==> config.mk <==
export PLATFORM = sky130hd
export DESIGN_NAME = prompt_sequencer
export DESIGN_NICKNAME = d
export VERILOG_FILES = /design/src/rtl/game_pkg.sv /design/src/rtl/prompt_lfsr.sv /design/src/rtl/prompt_sequencer.sv
export SDC_FILE = /design/constraint.sdc
export NUM_CORES = 1
export LEC_CHECK = 0
export CELL_PAD_IN_SITES_DETAIL_PLACEMENT = 1
export CELL_PAD_IN_SITES_GLOBAL_PLACEMENT = 2
export CORE_MARGIN = 1.5
export CORE_UTILIZATION = 39
export CTS_CLUSTER_DIAMETER = 100
export DETAILED_ROUTE_END_ITERATION = 7
export PLACE_DENSITY = 0.94
export SETUP_SLACK_MARGIN = 0.5
export SYNTH_ARGS = -nofsm -noshare
export SYNTH_HDL_FRONTEND = slang
export SYNTH_SLANG_ARGS = --single-unit
==> constraint.sdc <==
create_clock -name clk -period 4.6 [get_ports clk]
set_input_delay 0.92 -clock clk [delete_from_list [all_inputs] [get_ports clk]]
set_output_delay 0.92 -clock clk [all_outputs]
set_load 0.01 [all_outputs]
==> src/rtl/game_pkg.sv <==
// Shared game types: sequencer state encoding and button prompt codes used by
// the sequencer, the button checker and the display decoder.
package game_pkg;

    typedef enum logic [2:0] {
        IDLE,
        GEN,
        SHOW,
        WAIT,
        RESOLVE,
        RELEASE,
        OVER
    } state_t;

    localparam logic [2:0] CODE_A     = 3'd1;
    localparam logic [2:0] CODE_B     = 3'd2;
    localparam logic [2:0] CODE_SEL   = 3'd3;
    localparam logic [2:0] CODE_UP    = 3'd4;
    localparam logic [2:0] CODE_DOWN  = 3'd5;
    localparam logic [2:0] CODE_LEFT  = 3'd6;
    localparam logic [2:0] CODE_RIGHT = 3'd7;

    // 8-bit Fibonacci LFSR, taps 8,6,5,4 (maximal length)
    function automatic logic [7:0] lfsr_next(input logic [7:0] s);
        return {s[6:0], s[7] ^ s[5] ^ s[4] ^ s[3]};
    endfunction

endpackage

==> src/rtl/prompt_lfsr.sv <==
// Prompt LFSR: loads the seed on reset or restart, otherwise advances when step is high.
module prompt_lfsr
    import game_pkg::*;
(
    input  logic       clk,
    input  logic       rst,
    input  logic [7:0] seed,
    input  logic       load,
    input  logic       step,
    output logic [7:0] state
);

    always_ff @(posedge clk) begin
        if (rst || load) begin
            state <= seed;
        end else if (step) begin
            state <= lfsr_next(state);
        end
    end

endmodule

==> src/rtl/prompt_sequencer.sv <==
// Game-round controller: draws a prompt, shows it, arms the button checker and scores it.
// Optional macro PROMPT_TIMEOUT_EN ends the game when the checker does not answer in time.
//
// state   | meaning
// IDLE    | after reset, waiting for start
// GEN     | draw prompt from LFSR, redraw while code is 0
// SHOW    | prompt displayed for SHOW_CYCLES
// WAIT    | checker armed, collecting correct/done
// RESOLVE | score the round
// RELEASE | wait for checker to drop done before next round
// OVER    | game lost, score held until start
module prompt_sequencer
    import game_pkg::*;
#(
    parameter logic [7:0]  LFSR_SEED      = 8'hA5,
    parameter int unsigned SHOW_CYCLES    = 25_000_000,
    parameter int unsigned TIMEOUT_CYCLES = 50_000_000,
    parameter int          SCORE_W        = 8
) (
    input  logic               clk,
    input  logic               rst,
    input  logic               start,
    input  logic               chk_done,
    input  logic               chk_correct,
    output logic               chk_en,
    output logic [2:0]         chk_val,
    output logic               prompt_valid,
    output logic [2:0]         prompt_code,
    output logic [SCORE_W-1:0] score,
    output logic               busy,
    output logic               game_over
);

    localparam logic [31:0] SHOW_LOAD = 32'(SHOW_CYCLES - 1);
    localparam logic [31:0] TMO_LOAD  = 32'(TIMEOUT_CYCLES - 1);

    state_t             state, state_nx;
    logic [31:0]        cnt, cnt_nx;
    logic [2:0]         code, code_nx;
    logic               hit, hit_nx;
    logic [SCORE_W-1:0] score_nx;
    logic [7:0]         lfsr;
    logic               lfsr_load, lfsr_step;
    logic               lfsr_unused;

    logic               chk_en_nx, prompt_valid_nx, busy_nx, game_over_nx;
    logic [2:0]         chk_val_nx, prompt_code_nx;

    assign lfsr_step   = (state != IDLE) && (state != OVER);
    assign lfsr_unused = ^lfsr[7:3];

    prompt_lfsr u_lfsr (
        .clk   (clk),
        .rst   (rst),
        .seed  (LFSR_SEED),
        .load  (lfsr_load),
        .step  (lfsr_step),
        .state (lfsr)
    );

    always_ff @(posedge clk) begin
        if (rst) begin
            state        <= IDLE;
            cnt          <= '0;
            code         <= '0;
            hit          <= 1'b0;
            score        <= '0;
            chk_en       <= 1'b0;
            chk_val      <= '0;
            prompt_valid <= 1'b0;
            prompt_code  <= '0;
            busy         <= 1'b0;
            game_over    <= 1'b0;
        end else begin
            state        <= state_nx;
            cnt          <= cnt_nx;
            code         <= code_nx;
            hit          <= hit_nx;
            score        <= score_nx;
            chk_en       <= chk_en_nx;
            chk_val      <= chk_val_nx;
            prompt_valid <= prompt_valid_nx;
            prompt_code  <= prompt_code_nx;
            busy         <= busy_nx;
            game_over    <= game_over_nx;
        end
    end

    always_comb begin
        state_nx  = state;
        cnt_nx    = cnt;
        code_nx   = code;
        hit_nx    = hit;
        score_nx  = score;
        lfsr_load = 1'b0;
        case (state)
            IDLE: begin
                if (start) begin
                    state_nx = GEN;
                    score_nx = '0;
                end
            end
            GEN: begin
                if (lfsr[2:0] != 3'd0) begin
                    code_nx  = lfsr[2:0];
                    cnt_nx   = SHOW_LOAD;
                    state_nx = SHOW;
                end
            end
            SHOW: begin
                if (cnt == '0) begin
                    cnt_nx   = TMO_LOAD;
                    state_nx = WAIT;
                end else begin
                    cnt_nx = cnt - 32'd1;
                end
            end
            WAIT: begin
                if (chk_correct) begin
                    hit_nx = 1'b1;
                end
                if (chk_done) begin
                    state_nx = RESOLVE;
`ifdef PROMPT_TIMEOUT_EN
                end else if (cnt == '0) begin
                    // a late correct pulse does not survive into the next game
                    hit_nx   = 1'b0;
                    state_nx = OVER;
                end else begin
                    cnt_nx = cnt - 32'd1;
`endif
                end
            end
            RESOLVE: begin
                hit_nx = 1'b0;
                if (hit) begin
                    score_nx = (&score) ? score : score + SCORE_W'(1);
                    state_nx = RELEASE;
                end else begin
                    state_nx = OVER;
                end
            end
            RELEASE: begin
                if (!chk_done) begin
                    state_nx = GEN;
                end
            end
            OVER: begin
                if (start) begin
                    state_nx  = GEN;
                    score_nx  = '0;
                    lfsr_load = 1'b1;
                end
            end
            default: state_nx = IDLE;
        endcase
    end

    // outputs decoded from the next state so the registered values line up with the state
    always_comb begin
        chk_en_nx       = (state_nx == WAIT);
        chk_val_nx      = (state_nx == WAIT) ? code_nx : 3'd0;
        prompt_valid_nx = (state_nx == SHOW) || (state_nx == WAIT);
        prompt_code_nx  = prompt_valid_nx ? code_nx : 3'd0;
        busy_nx         = (state_nx != IDLE) && (state_nx != OVER);
        game_over_nx    = (state_nx == OVER);
    end

endmodule

==> flow_summary.toml <==
[status]
status = "complete, no violations"

[floorplan]
pin_count = 23
die_area_mm2 = 0.008627
rows = 32
core-area_mm2 = 0.007767
start_util = 0.4056
die_y_um = 92.88
die_w_um = 92.88

[synthesis]
synthTopCellsByCount = "65 x dfxtp_1, 34 x nor2_1, 31 x a21oi_1"
synth_warnings = 0
synth_edf_count = 0
synth_cell_types = 61
async_flop_share = 0
synth.most_common_cell = "dfxtp_1"
synth_top_area_cell = "dfxtp_1"
yosys-top-cells-area = "dfxtp_1 41%, a21oi_1 4.9%, nor2_1 4.1%"
syn_nets = 368
synth_mux_area_frac = 0.01589
synth_top_family_by_area = "simple AND/OR/NAND/NOR gates"
yosysSeqAreaShare = 0.4130
ys_ff_latch = 65
synth-compound-area-share = 0.2045
netlist_instances = 361
yosys.area.top_type_share = 0.4130
netlist_area_mm2 = 0.003151
synth_fa_ha_area_frac = 0.007943
syn_area_per_cell_um2 = 8.727
synth_simple_gate_area_frac = 0.2538
synth_top_flop_cell = "dfxtp_1"
synth_xor_area_frac = 0.05838

[layout]
diodes = 0
area_growth_pct = 14.93
nets = 386
design_area_mm2 = 0.003621
layout-drive-gt1-share = 0.09896
instances_no_fill = 486
utilization = 0.4662

[global_route]
grt_usage = 0.2040
grt_first_pass_wirelength_um = 14140
grt_pass1_vias = 2863
antenna_found_initial = 0
overflow = 0
grt_max_degree = 37

[setup_path]
critPathBufInv = 0
start_kind = "register"
path_cells = "nor4_2, and4b_1, and4_1, o21ai_1, a21oi_1"
crit_type = "reg -> reg"
worst_ep_arrival_time_ns = 3.03
worstPathRequired_ns = 4.88
critPathMaxStageDelay_ns = 0.76
crit_family = "simple AND/OR/NAND/NOR gates"
crit_slowest_cell = "nor4_2"
path_max_fanout = 11
end_kind = "register"

[placed_design]
dpl-instance-area_mm2 = 0.003408
io_buffers = 22
gp_congestion = 0.7896
dpl.hpwl_um = 5585
dpl_worst_slack_ns = 1.684
placedCellCount = 470

[sta]
setup_violations = 0
period_minus_slack_ns = 2.756
slew_violations = 0
hold_violations = 0
fin_crit_sh = 0.5992
rsz0062_at_grt = "false"
slew_headroom = 0.4088
fmax_mhz = 362.8
setup_slack_ns = 1.844
tightest_slew_ns = 0.8809
hold_slack_ns = 0.4916
clock_skew_ns = 0.01366
setup_tns_ns = 0

[clock_tree]
clkSlewWorstSetupHoldPaths_ns = 0.08
post_cts_buffers = 0
postCtsResizedCells = 0
cts_tree = "built"
htreeDepth = 3
cts_buffers = 9
clk_latency_ns = 0.35
cts.sinks = 65
root_buffer = "clkbuf_8"
clk_path_buf_depth = 2
hold_buffers = 0

[routing]
avgViaCountPerCell = 5.792
drc = 0
detail_route.wl_per_cell_um = 16.80
drtPass1Iterations = 4
vias = 2815
drtAntennaViolNets = 0
drt_iter0_markers = 103
routed_wl_um = 8164

[worst_hold_path]
hp-class = "reg -> reg"

[pwr]
p_leak_nw = 1.266
finalPower_mw = 2.164
p_per_area_mw_per_mm2 = 597.6
vdd_ir_drop_max_v = 0.0002210

[flow_run]
max_cap_viol_count = 0
[flip-flops by register name, indices dropped and copies added (netlist names)]
signal and count:
chk_val 3, state 3, game_over 1, hit 1
u_lfsr.state 8, code 3, score 8, prompt_code 3
cnt 32, busy 1, chk_en 1, prompt_valid 1
[routing by layer]
metal | GRT usage | up-vias | wire (um)
met1 | 0.2639 | 1390 | 3895
met2 | 0.3431 | 44 | 3889
met5 | 0 | - | 0
met3 | 0.03941 | 9 | 283
met4 | 0.05934 | 0 | 95
li1 | - | 1372 | -
[cell usage in the layout (no fill, tap or decap), drive strengths merged, types with 3 or more instances in the layout]
| cell | synthesis | routed |
|---|---|---|
| a211oi | 5 | 5 |
| a21o | 6 | 6 |
| a21oi | 31 | 31 |
| a22oi | 4 | 4 |
| a31oi | 11 | 11 |
| buf | 3 | 3 |
| clkbuf | 14 | 10 |
| clkdlybuf4s50 | 0 | 22 |
| dfxtp | 65 | 65 |
| inv | 9 | 11 |
| mux2i | 5 | 5 |
| nand2 | 16 | 16 |
| nand2b | 6 | 6 |
| nand3 | 9 | 9 |
| nand4 | 8 | 8 |
| nor2 | 34 | 34 |
| nor2b | 4 | 4 |
| nor3 | 15 | 15 |
| nor3b | 4 | 4 |
| nor4 | 13 | 13 |
| o21ai | 28 | 28 |
| or3 | 8 | 8 |
| or4 | 6 | 6 |
| xnor2 | 11 | 11 |
| xor2 | 10 | 10 |
[power by group]
group / internal [mW] / switching, mW / total, mW
Sequential: 0.676 / 0.129 / 0.805
Clock: 0.272 / 0.247 / 0.519
Combinational: 0.308 / 0.532 / 0.840
[final timing paths]
check,from,endpoint,slack [ns],cells past startpoint
hold / removal,u_lfsr.state[6]$_SDFFE_PP0P_,u_lfsr.state[7]$_SDFFE_PP1P_,0.49,2
hold reg to reg,u_lfsr.state[6]$_SDFFE_PP0P_,u_lfsr.state[7]$_SDFFE_PP1P_,0.49,2
setup / recovery,cnt[7]$_SDFFE_PP0P_,cnt[22]$_SDFFE_PP0P_,1.84,5
setup reg to reg,cnt[7]$_SDFFE_PP0P_,cnt[22]$_SDFFE_PP0P_,1.84,5
[layout make-up]
type	count	area, um2
flip-flops and latches	65	1301
repair buffers	25	242.7
clock inverters	6	75.07
multi-input cells	269	1703
fillers	936	4146
clock buffers	10	137.6
inverters	9	33.78
well taps	102	127.6
[worst min-delay path, delay by kind of cell (launching register included)]
kind | cells | cell delay [ns]
DFF | 1 | 0.34
muxes | 1 | 0.07
and+or+nand+nor | 1 | 0.06
[cells by family (layout without fill, tap and decap cells)]
group                    count (synthesis)  count (layout)
AO/OA/AOI/OAI                          102             102
XOR/XNOR                                21              21
adder cells (fa/ha/maj)                  2               2
buffers and inverters                   27              50
flip-flops                              65              65
multiplexers                             5               5
AND/OR/NAND/NOR                        139             139
Note: power is estimated with default switching activity, not from simulation.
